File: config.mk
export PLATFORM = sky130hd
export DESIGN_NAME = coil_channel_sched
export DESIGN_NICKNAME = d
export VERILOG_FILES = /design/src/rtl/hwag_coil_pkg.sv /design/src/rtl/dwell_timer.sv /design/src/rtl/coil_channel_sched.sv
export SDC_FILE = /design/constraint.sdc
export NUM_CORES = 1
export LEC_CHECK = 0
export CAP_MARGIN = 20
export CORE_MARGIN = 2
export CORE_UTILIZATION = 49
export CTS_CLUSTER_DIAMETER = 40
export DETAILED_ROUTE_END_ITERATION = 7
export PLACE_DENSITY = 0.76
export SLEW_MARGIN = 20
export SYNTH_ARGS = -nofsm -noshare
export SYNTH_HDL_FRONTEND = slang
export SYNTH_SLANG_ARGS = --single-unit
File: constraint.sdc
create_clock -name clk -period 2.1 [get_ports clk]
set_clock_uncertainty 0.15 [all_clocks]
set_input_delay 0.63 -clock clk [delete_from_list [all_inputs] [get_ports clk]]
set_output_delay 0.63 -clock clk [all_outputs]
set_load 0.02 [all_outputs]
File: src/rtl/hwag_coil_pkg.sv
// Shared types and defaults for the per-coil output scheduler.
package hwag_coil_pkg;

   // Coil channel FSM states; the numeric values are visible on state_o.
   typedef enum logic [1:0] {
      IDLE   = 2'd0,
      ARMED  = 2'd1,
      CHARGE = 2'd2
   } coil_state_t;

   // Highest legal angle value; the slave angle counter wraps from here to 0.
   localparam int ACNT_TOP_DEFAULT       = 3839;
   // Maximum charge time in clk cycles (8 ms at 50 MHz).
   localparam int MAX_DWELL_CLKS_DEFAULT = 400000;

   // An angle operand is usable only if the angle counter can actually reach it.
   function automatic logic angle_ok(input logic [31:0] angle, input logic [31:0] top);
      return (angle <= top);
   endfunction

endpackage

File: src/rtl/dwell_timer.sv
// Clearable, saturating up-counter measuring how long the coil has been charging.
// tc flags the last permitted charge cycle (count == TC_VALUE).
module dwell_timer #(
   parameter int WIDTH    = 24,
   parameter int TC_VALUE = 399999
) (
   input  logic clk,
   input  logic nrst,
   input  logic clr,
   input  logic en,
   output logic tc
);

   localparam logic [WIDTH-1:0] TC_COUNT = WIDTH'(TC_VALUE);

   logic [WIDTH-1:0] count_reg;

   // Count charge cycles; clear has priority and the count holds at terminal count.
   always_ff @(posedge clk or negedge nrst) begin
      if (!nrst) begin
         count_reg <= '0;
      end else if (clr) begin
         count_reg <= '0;
      end else if (en && (count_reg != TC_COUNT)) begin
         count_reg <= count_reg + 1'b1;
      end
   end

   assign tc = (count_reg == TC_COUNT);

endmodule

File: src/rtl/coil_channel_sched.sv
// Per-coil output scheduler: double-buffers charge/ignition angle pairs, drives the
// coil from angle counter matches, enforces a max-dwell timeout and reports sparks.
module coil_channel_sched
   import hwag_coil_pkg::*;
#(
   parameter int ACNT_WIDTH      = 24,
   parameter int ACNT_TOP        = ACNT_TOP_DEFAULT,
   parameter int DWELL_WIDTH     = 24,
   parameter int MAX_DWELL_CLKS  = MAX_DWELL_CLKS_DEFAULT,
   parameter int SPARK_CNT_WIDTH = 16
) (
   input  logic                       clk,
   input  logic                       nrst,
   input  logic                       run,
   input  logic                       acnt_vld,
   input  logic [ACNT_WIDTH-1:0]      acnt,
   input  logic                       upd_stb,
   input  logic [ACNT_WIDTH-1:0]      charge_angle,
   input  logic [ACNT_WIDTH-1:0]      ignition_angle,
   input  logic                       fault_clr,
   output logic                       coil_out,
   output logic                       spark_pulse,
   output logic [SPARK_CNT_WIDTH-1:0] spark_cnt,
   output logic                       dwell_fault,
   output logic                       cfg_err,
   output logic [1:0]                 state_o
);

   localparam logic [1:0] ST_IDLE   = IDLE;
   localparam logic [1:0] ST_ARMED  = ARMED;
   localparam logic [1:0] ST_CHARGE = CHARGE;

   logic [1:0]                 state_reg, state_next;
   logic                       coil_reg;
   logic                       spark_reg;
   logic [SPARK_CNT_WIDTH-1:0] spark_cnt_reg;
   logic                       dwell_fault_reg;
   logic                       cfg_err_reg;

   logic [ACNT_WIDTH-1:0]      pend_charge_reg, pend_ign_reg;
   logic                       pend_vld_reg;
   logic [ACNT_WIDTH-1:0]      act_charge_reg, act_ign_reg;
   logic                       act_vld_reg;

   logic pair_ok, accept, reject, transfer, act_vld_next;
   logic charge_hit, ign_hit;
   logic dwell_tc, do_spark, do_timeout;

   // Angle pair validation, shadow transfer condition and counter match decode.
   always_comb begin
      pair_ok      = angle_ok(32'(charge_angle), 32'(ACNT_TOP)) &&
                     angle_ok(32'(ignition_angle), 32'(ACNT_TOP)) &&
                     (charge_angle != ignition_angle);
      accept       = upd_stb && pair_ok;
      reject       = upd_stb && !pair_ok;
      // Only swap in a new pair while the coil is off and no capture is in flight.
      transfer     = (state_reg == ST_IDLE) && pend_vld_reg && !upd_stb;
      act_vld_next = act_vld_reg || transfer;
      charge_hit   = acnt_vld && (acnt == act_charge_reg);
      ign_hit      = acnt_vld && (acnt == act_ignition_sel());
   end

   function automatic logic [ACNT_WIDTH-1:0] act_ignition_sel();
      return act_ign_reg;
   endfunction

   dwell_timer #(
      .WIDTH    (DWELL_WIDTH),
      .TC_VALUE (MAX_DWELL_CLKS - 1)
   ) u_dwell_timer (
      .clk  (clk),
      .nrst (nrst),
      .clr  (state_reg != ST_CHARGE),
      .en   (state_reg == ST_CHARGE),
      .tc   (dwell_tc)
   );

   // Next-state logic; an ignition match wins over a simultaneous dwell timeout.
   always_comb begin
      state_next = ST_IDLE;
      do_spark   = 1'b0;
      do_timeout = 1'b0;
      if (run) begin
         case (state_reg)
            ST_IDLE: begin
               // Matches seen in this cycle are deliberately not acted on.
               state_next = act_vld_next ? ST_ARMED : ST_IDLE;
            end
            ST_ARMED: begin
               if (pend_vld_reg) begin
                  state_next = ST_IDLE;
               end else if (charge_hit) begin
                  state_next = ST_CHARGE;
               end else begin
                  state_next = ST_ARMED;
               end
            end
            ST_CHARGE: begin
               if (ign_hit) begin
                  state_next = ST_IDLE;
                  do_spark   = 1'b1;
               end else if (dwell_tc) begin
                  state_next = ST_IDLE;
                  do_timeout = 1'b1;
               end else begin
                  state_next = ST_CHARGE;
               end
            end
            default: state_next = ST_IDLE;
         endcase
      end
   end

   // FSM state and registered coil drive / spark reporting.
   always_ff @(posedge clk or negedge nrst) begin
      if (!nrst) begin
         state_reg     <= ST_IDLE;
         coil_reg      <= 1'b0;
         spark_reg     <= 1'b0;
         spark_cnt_reg <= '0;
      end else begin
         state_reg <= state_next;
         coil_reg  <= (state_next == ST_CHARGE);
         spark_reg <= do_spark;
         if (do_spark) begin
            spark_cnt_reg <= spark_cnt_reg + 1'b1;
         end
      end
   end

   // Sticky fault flags; a new fault in the same cycle overrides the clear.
   always_ff @(posedge clk or negedge nrst) begin
      if (!nrst) begin
         dwell_fault_reg <= 1'b0;
         cfg_err_reg     <= 1'b0;
      end else begin
         if (do_timeout) begin
            dwell_fault_reg <= 1'b1;
         end else if (fault_clr) begin
            dwell_fault_reg <= 1'b0;
         end
         if (reject) begin
            cfg_err_reg <= 1'b1;
         end else if (fault_clr) begin
            cfg_err_reg <= 1'b0;
         end
      end
   end

   // Pending shadow: the last accepted pair wins; emptied when it moves to active.
   always_ff @(posedge clk or negedge nrst) begin
      if (!nrst) begin
         pend_charge_reg <= '0;
         pend_ign_reg    <= '0;
         pend_vld_reg    <= 1'b0;
      end else if (accept) begin
         pend_charge_reg <= charge_angle;
         pend_ign_reg    <= ignition_angle;
         pend_vld_reg    <= 1'b1;
      end else if (transfer) begin
         pend_vld_reg    <= 1'b0;
      end
   end

   // Active pair used for matching; only changes while the coil is off.
   always_ff @(posedge clk or negedge nrst) begin
      if (!nrst) begin
         act_charge_reg <= '0;
         act_ign_reg    <= '0;
         act_vld_reg    <= 1'b0;
      end else if (transfer) begin
         act_charge_reg <= pend_charge_reg;
         act_ign_reg    <= pend_ign_reg;
         act_vld_reg    <= 1'b1;
      end
   end

   assign coil_out    = coil_reg;
   assign spark_pulse = spark_reg;
   assign spark_cnt   = spark_cnt_reg;
   assign dwell_fault = dwell_fault_reg;
   assign cfg_err     = cfg_err_reg;
   assign state_o     = state_reg;

endmodule

## Yosys cells after proc, flatten, opt, wreduce, memory -nomap -nowiden

Index checks and enable logic that the tools add are counted.

| storage, ports and cells | value |
|---|---|
| RAM bits | 0 |
| bits in read-only memories | 0 |
| bits in latches | 0 |
| memories | 0 |
| word-level logic and storage cells | 64 |
| output and inout port bits | 22 |
| bits in registers | 144 |
| input port bits | 78 |

| cells by class | value |
|---|---|
| equality and inequality tests | 9 |
| multiply operators | 0 |
| divide/modulo/power cells | 0 |
| muxes and demuxes | 21 |
| add/subtract/negate cells | 2 |
| shifts and indexed selects | 0 |
| order comparisons | 2 |
| reductions and logical operators | 17 |
| bitwise logic cells | 0 |

Operators by type and width:

| kind | number |
|---|---|
| $eq A24 B24 Y1 | 2 |
| $le A24 B12 Y1 const B | 2 |
| $mux W24 | 2 |
| $add A24 B1 Y24 const B | 1 |
| $eq A24 B19 Y1 const B | 1 |
| $ne A24 B19 Y1 const B | 1 |
| $ne A24 B24 Y1 | 1 |
| $add A16 B1 Y16 const B | 1 |
| $mux W1 | 13 |
| $mux W2 | 5 |
| $logic_and A1 B1 Y1 | 9 |
| $reduce_bool A2 Y1 | 4 |
| $pmux W2 S3 | 1 |
| $eq A2 B2 Y1 const B | 2 |
| $eq A2 B1 Y1 const B | 1 |
| $logic_not A1 Y1 | 2 |
| $logic_not A2 Y1 | 1 |
| $ne A2 B2 Y1 const B | 1 |
| $logic_or A1 B1 Y1 | 1 |

## Longest topological paths before layout

| depth | value |
|---|---|
| word-level depth | 8 |
| mapped depth | 7 |
| gate-level depth less buffers | 6 |

## Cells and area by module

Synthesis repeated with hierarchy kept, for this count alone.

| second synthesis, totals | value |
|---|---|
| cells, all modules | 560 |
| area, all modules | 6801.5 µm² |

By module, submodules not included:

| module | instances | cells an instance | sequential area each (µm²) | area each (µm²) |
|---|---|---|---|---|
| coil_channel_sched | 1 | 409 | 3002.9 | 5410.2 |
| dwell_timer | 1 | 151 | 600.6 | 1391.3 |

## Worst setup path after synthesis

No wires, ideal clock.

| timing path | value |
|---|---|
| path kind | input to register |
| from | in charge_angle[16] |
| to | reg pend_ign_reg[0] |
| setup time | 125 ps |
| data arrival time | 2096 ps |
| path slack | -270 ps |
| stages on the path | 6 |
| required time | 1825 ps |
| path buffers | 1 |
| cell sequence | xor2_1 nor4_1 nand4_1 o311ai_4 buf_6 mux2_2 |

| between the ends | value |
|---|---|
| word-level cells in the longest chain between the ends | 4 |
| elaborated cells on any way between the ends | 5 |
| those cells by class | order compare (1); eq/ne (1); reduce/logical (3) |

Ends and longest elaborated chain:

| item | RTL line | RTL |
|---|---|---|
| start, declared | coil_channel_sched.sv:18 | `input logic [ACNT_WIDTH-1:0] charge_angle,` |
| $le A24 B12 Y1 | hwag_coil_pkg.sv:18 | `return (angle <= top);` |
| $logic_and A1 B1 Y1 | coil_channel_sched.sv:51 | `pair_ok = angle_ok(32'(charge_angle), 32'(ACNT_TOP)) &&` |
| $logic_and A1 B1 Y1 (*) | coil_channel_sched.sv:52 | `angle_ok(32'(ignition_angle), 32'(ACNT_TOP)) &&` |
| $logic_and A1 B1 Y1 (*) | coil_channel_sched.sv:54 | `accept = upd_stb && pair_ok;` |
| end signal, assigned | coil_channel_sched.sv:158 | `pend_ign_reg <= ignition_angle;` |
| end, declared | coil_channel_sched.sv:40 | `logic [ACNT_WIDTH-1:0] pend_charge_reg, pend_ign_reg;` |

Mark *: on every way between the ends. The rest lies on a longest branch, timed or not.
A chain may end at the register's enable or synchronous reset.

## Worst setup path in the final report

| timing path | value |
|---|---|
| from | in charge_angle[16] |
| to | reg pend_ign_reg[7] |

The elaborated chain is that of the path after synthesis.

==> impl_metrics.ini <==
[status]
outcome = finished with violations
failed_checks = negative setup slack

[timing]
layout_min_cycle_time_ps = 2370
fin_setup_tns_ps = -9810
tightestPinTransition_ps = 383
finalCritPeriodShare_pct = 113
setup-violations-final = 50
layout_setup_ws_ps = -266
clock.fmax_mhz = 423
relSlewSlack_pct = 74.2
hold_viol_final = 0
maxSlewViolCount = 0
rsz0062_at_grt = yes

[cells_and_area]
finalInstanceArea_um2 = 9310
drive_gt1_share_pct = 35.7
final_nets = 787
diodes = 0
synthToLayoutAreaGrowth_pct = 39.8
layoutNonFillerInstCount = 896

[synthesis]
synth-edff-count = 0
yosysTopAreaCellShare_pct = 54.1
ys_top_cells_by_area = dfrtp_1 54%, mux2_2 12%, xnor2_1 9.1%
ys.flop_type = dfrtp_1
yosys_warnings = 0
syn-num-nets = 617
synth_top_area_cell = dfrtp_1
ys_types = 43
syn_avg_cell_area_um2 = 12.4
ys_seq_area_share_pct = 54.1
async_reset_ff_share_pct = 100
synth_area_um2 = 6660
ys_ff_latch = 144
synth_cells = 537

[worst_setup_path]
path_cells = buf_6, xor2_1, nor4_1, nand4_1, o311ai_4, buf_6, buf_12, mux2_4
crit_fanout = 8
crit_top_cell = buf_6
crit_arrival_ps = 2520
crit_required_ps = 2260
start_kind = input port
reg2reg_slack_ps = 160
slowest_delay_ps = 410
slowest_stage = nor4_1
crit_type = in2reg
crit_path_end_kind = register

[clock_network]
cts_tree = yes
cts.clk_slew.worst_paths_ps = 60
cts-root-buf = clkbuf_16
clkSinkCount = 144
clock_latency_ps = 430
cts_max_level = 4
numCtsBuffers = 17
clockBufferDepth = 2

[floorplan]
ioPinCount = 100
die_w_um = 121
rows = 42
coreArea_um2 = 13200
die_h_um = 121
initial_core_util_pct = 50.3
dieArea_um2 = 14500

[route]
drt_first_pass_iters = 5
postRouteAntennaNets = 0
via_per_inst = 5.47
vias = 4902
post-route-drc-count = 0
post_drt_wl_per_cell_um = 19.4
wl_mm = 17.4
drtIter0Drc = 395

[global_routing]
grt_pass1_wl_mm = 27.5
antenna_found_initial = 0
grt_max_degree = 55
grt-ovfl-total = 0
grt_pass1_vias = 5148
grt_use_total_pct = 24.8

[place]
dp.final_hpwl_mm = 11.0
dpl_cell_area_um2 = 8290
numPortBuffers = 99
gp_congestion = 0.820
place_inst = 849

[min_path]
hold_class = in2reg

[pwr]
leakage_nw = 4.48
powerDensity_nw_per_um2 = 687
peakVddDrop_uv = 561

[job]
drv_cap = 0
what timing repair did:
item	4_1_cts	5_1_grt
hold endpoints to repair	18	0
hold buffers	1	0
setup endpoints to repair	93	76
cloned	4	1
gates resized for setup	251	54
setup buffers	8	7
pin swaps	33	31
layer usage:
metal  up-vias  track usage, %  part of all wire [%]
met1      2521            30.9                    41
met3        24            5.52                   4.5
met2       132            42.6                    52
met4         0            8.72                   1.6
li1       2225               -                     -
met5         -               0                     0
path summary, 6_finish.rpt:
check,depth (start not counted),end,startpoint
min in group asynchronous,2,act_charge_reg[23],nrst
hold / removal,2,pend_ign_reg[5],ignition_angle[5]
setup reg to reg,7,spark_cnt[6],act_ign_reg[9]
setup / recovery,8,pend_ign_reg[7],charge_angle[16]
hold reg to reg,1,act_vld_reg,act_vld_reg
max in group asynchronous,3,pend_ign_reg[14],nrst
Yosys cell counts (4+ instances only):
master	count
and2_1	21
and2_2	6
and3_1	13
and4_1	6
buf_2	5
clkbuf_1	8
dfrtp_1	144
inv_1	7
mux2_2	73
nand2_1	10
nand2b_1	4
nand3_1	14
nand4_1	27
nor2_1	26
nor3_1	7
nor4_1	16
o211ai_1	4
o21ai_0	5
xnor2_1	69
xor2_1	38
power breakdown:
group	switching, mW	total, mW	internal [mW]
logic	0.261	0.504	0.243
clock network	1.12	3.09	1.97
registers	0.0100	2.80	2.79
total	1.39	6.39	5.00
final cells by class:
| class | count | area, µm² |
|---|---|---|
| fill | 916 | 3930 |
| sequential | 144 | 3600 |
| clock inverter | 4 | 70.1 |
| multi-input combinational | 369 | 3300 |
| timing repair buffer | 168 | 1550 |
| tap | 176 | 220 |
| inverter | 7 | 26.3 |
| clock buffer | 28 | 537 |
worst max-delay path: cells and delay by family:
kind,cells,cell delay (ps)
and+or+nand+nor,2,660
muxes,1,300
AOI/OAI and AO/OA,1,310
buffers and inverters,3,450
xor gates and xnor gates,1,170
stage by stage:
step           setup slack (ps)  power (mW)  hold WS, ps  util (%)
2_1_floorplan              -227        2.99          184         -
3_3_place_gp               -821        3.33          293      62.6
3_5_place_dp               -852        3.34          298      62.6
4_1_cts                   -95.1        6.38          291      69.1
5_1_grt                    -397        6.59          294      70.3
6_report                   -266        6.39          298      70.3
kinds of logic (layout without fill, tap and decap cells):
logic type,count (synthesis),after routing,share of synthesized area [%]
mux,74,74,12.5
compound gates,21,21,2.39
buf+inv,24,207,1.95
simple gates,165,165,14.6
fa+ha+maj,2,2,0.376
xor+xnor,107,107,14.1
flops,144,144,54.1
placed cells by master, fill, tap and decap left out, types with 14 or more instances in the layout:
master | Yosys | layout
clkbuf_16 | 0 | 18
dlygate4sd2_1 | 0 | 49
mux2_4 | 0 | 24
xnor2_1 | 69 | 58
xor2_1 | 38 | 34
buf_4 | 0 | 52
buf_2 | 5 | 19
nor2_1 | 26 | 24
dfrtp_1 | 144 | 143
buf_6 | 3 | 14
and2_4 | 0 | 15
nand4_1 | 27 | 27
nand3_1 | 14 | 14
mux2_2 | 73 | 49
Note: power is estimated with default switching activity, not from simulation.
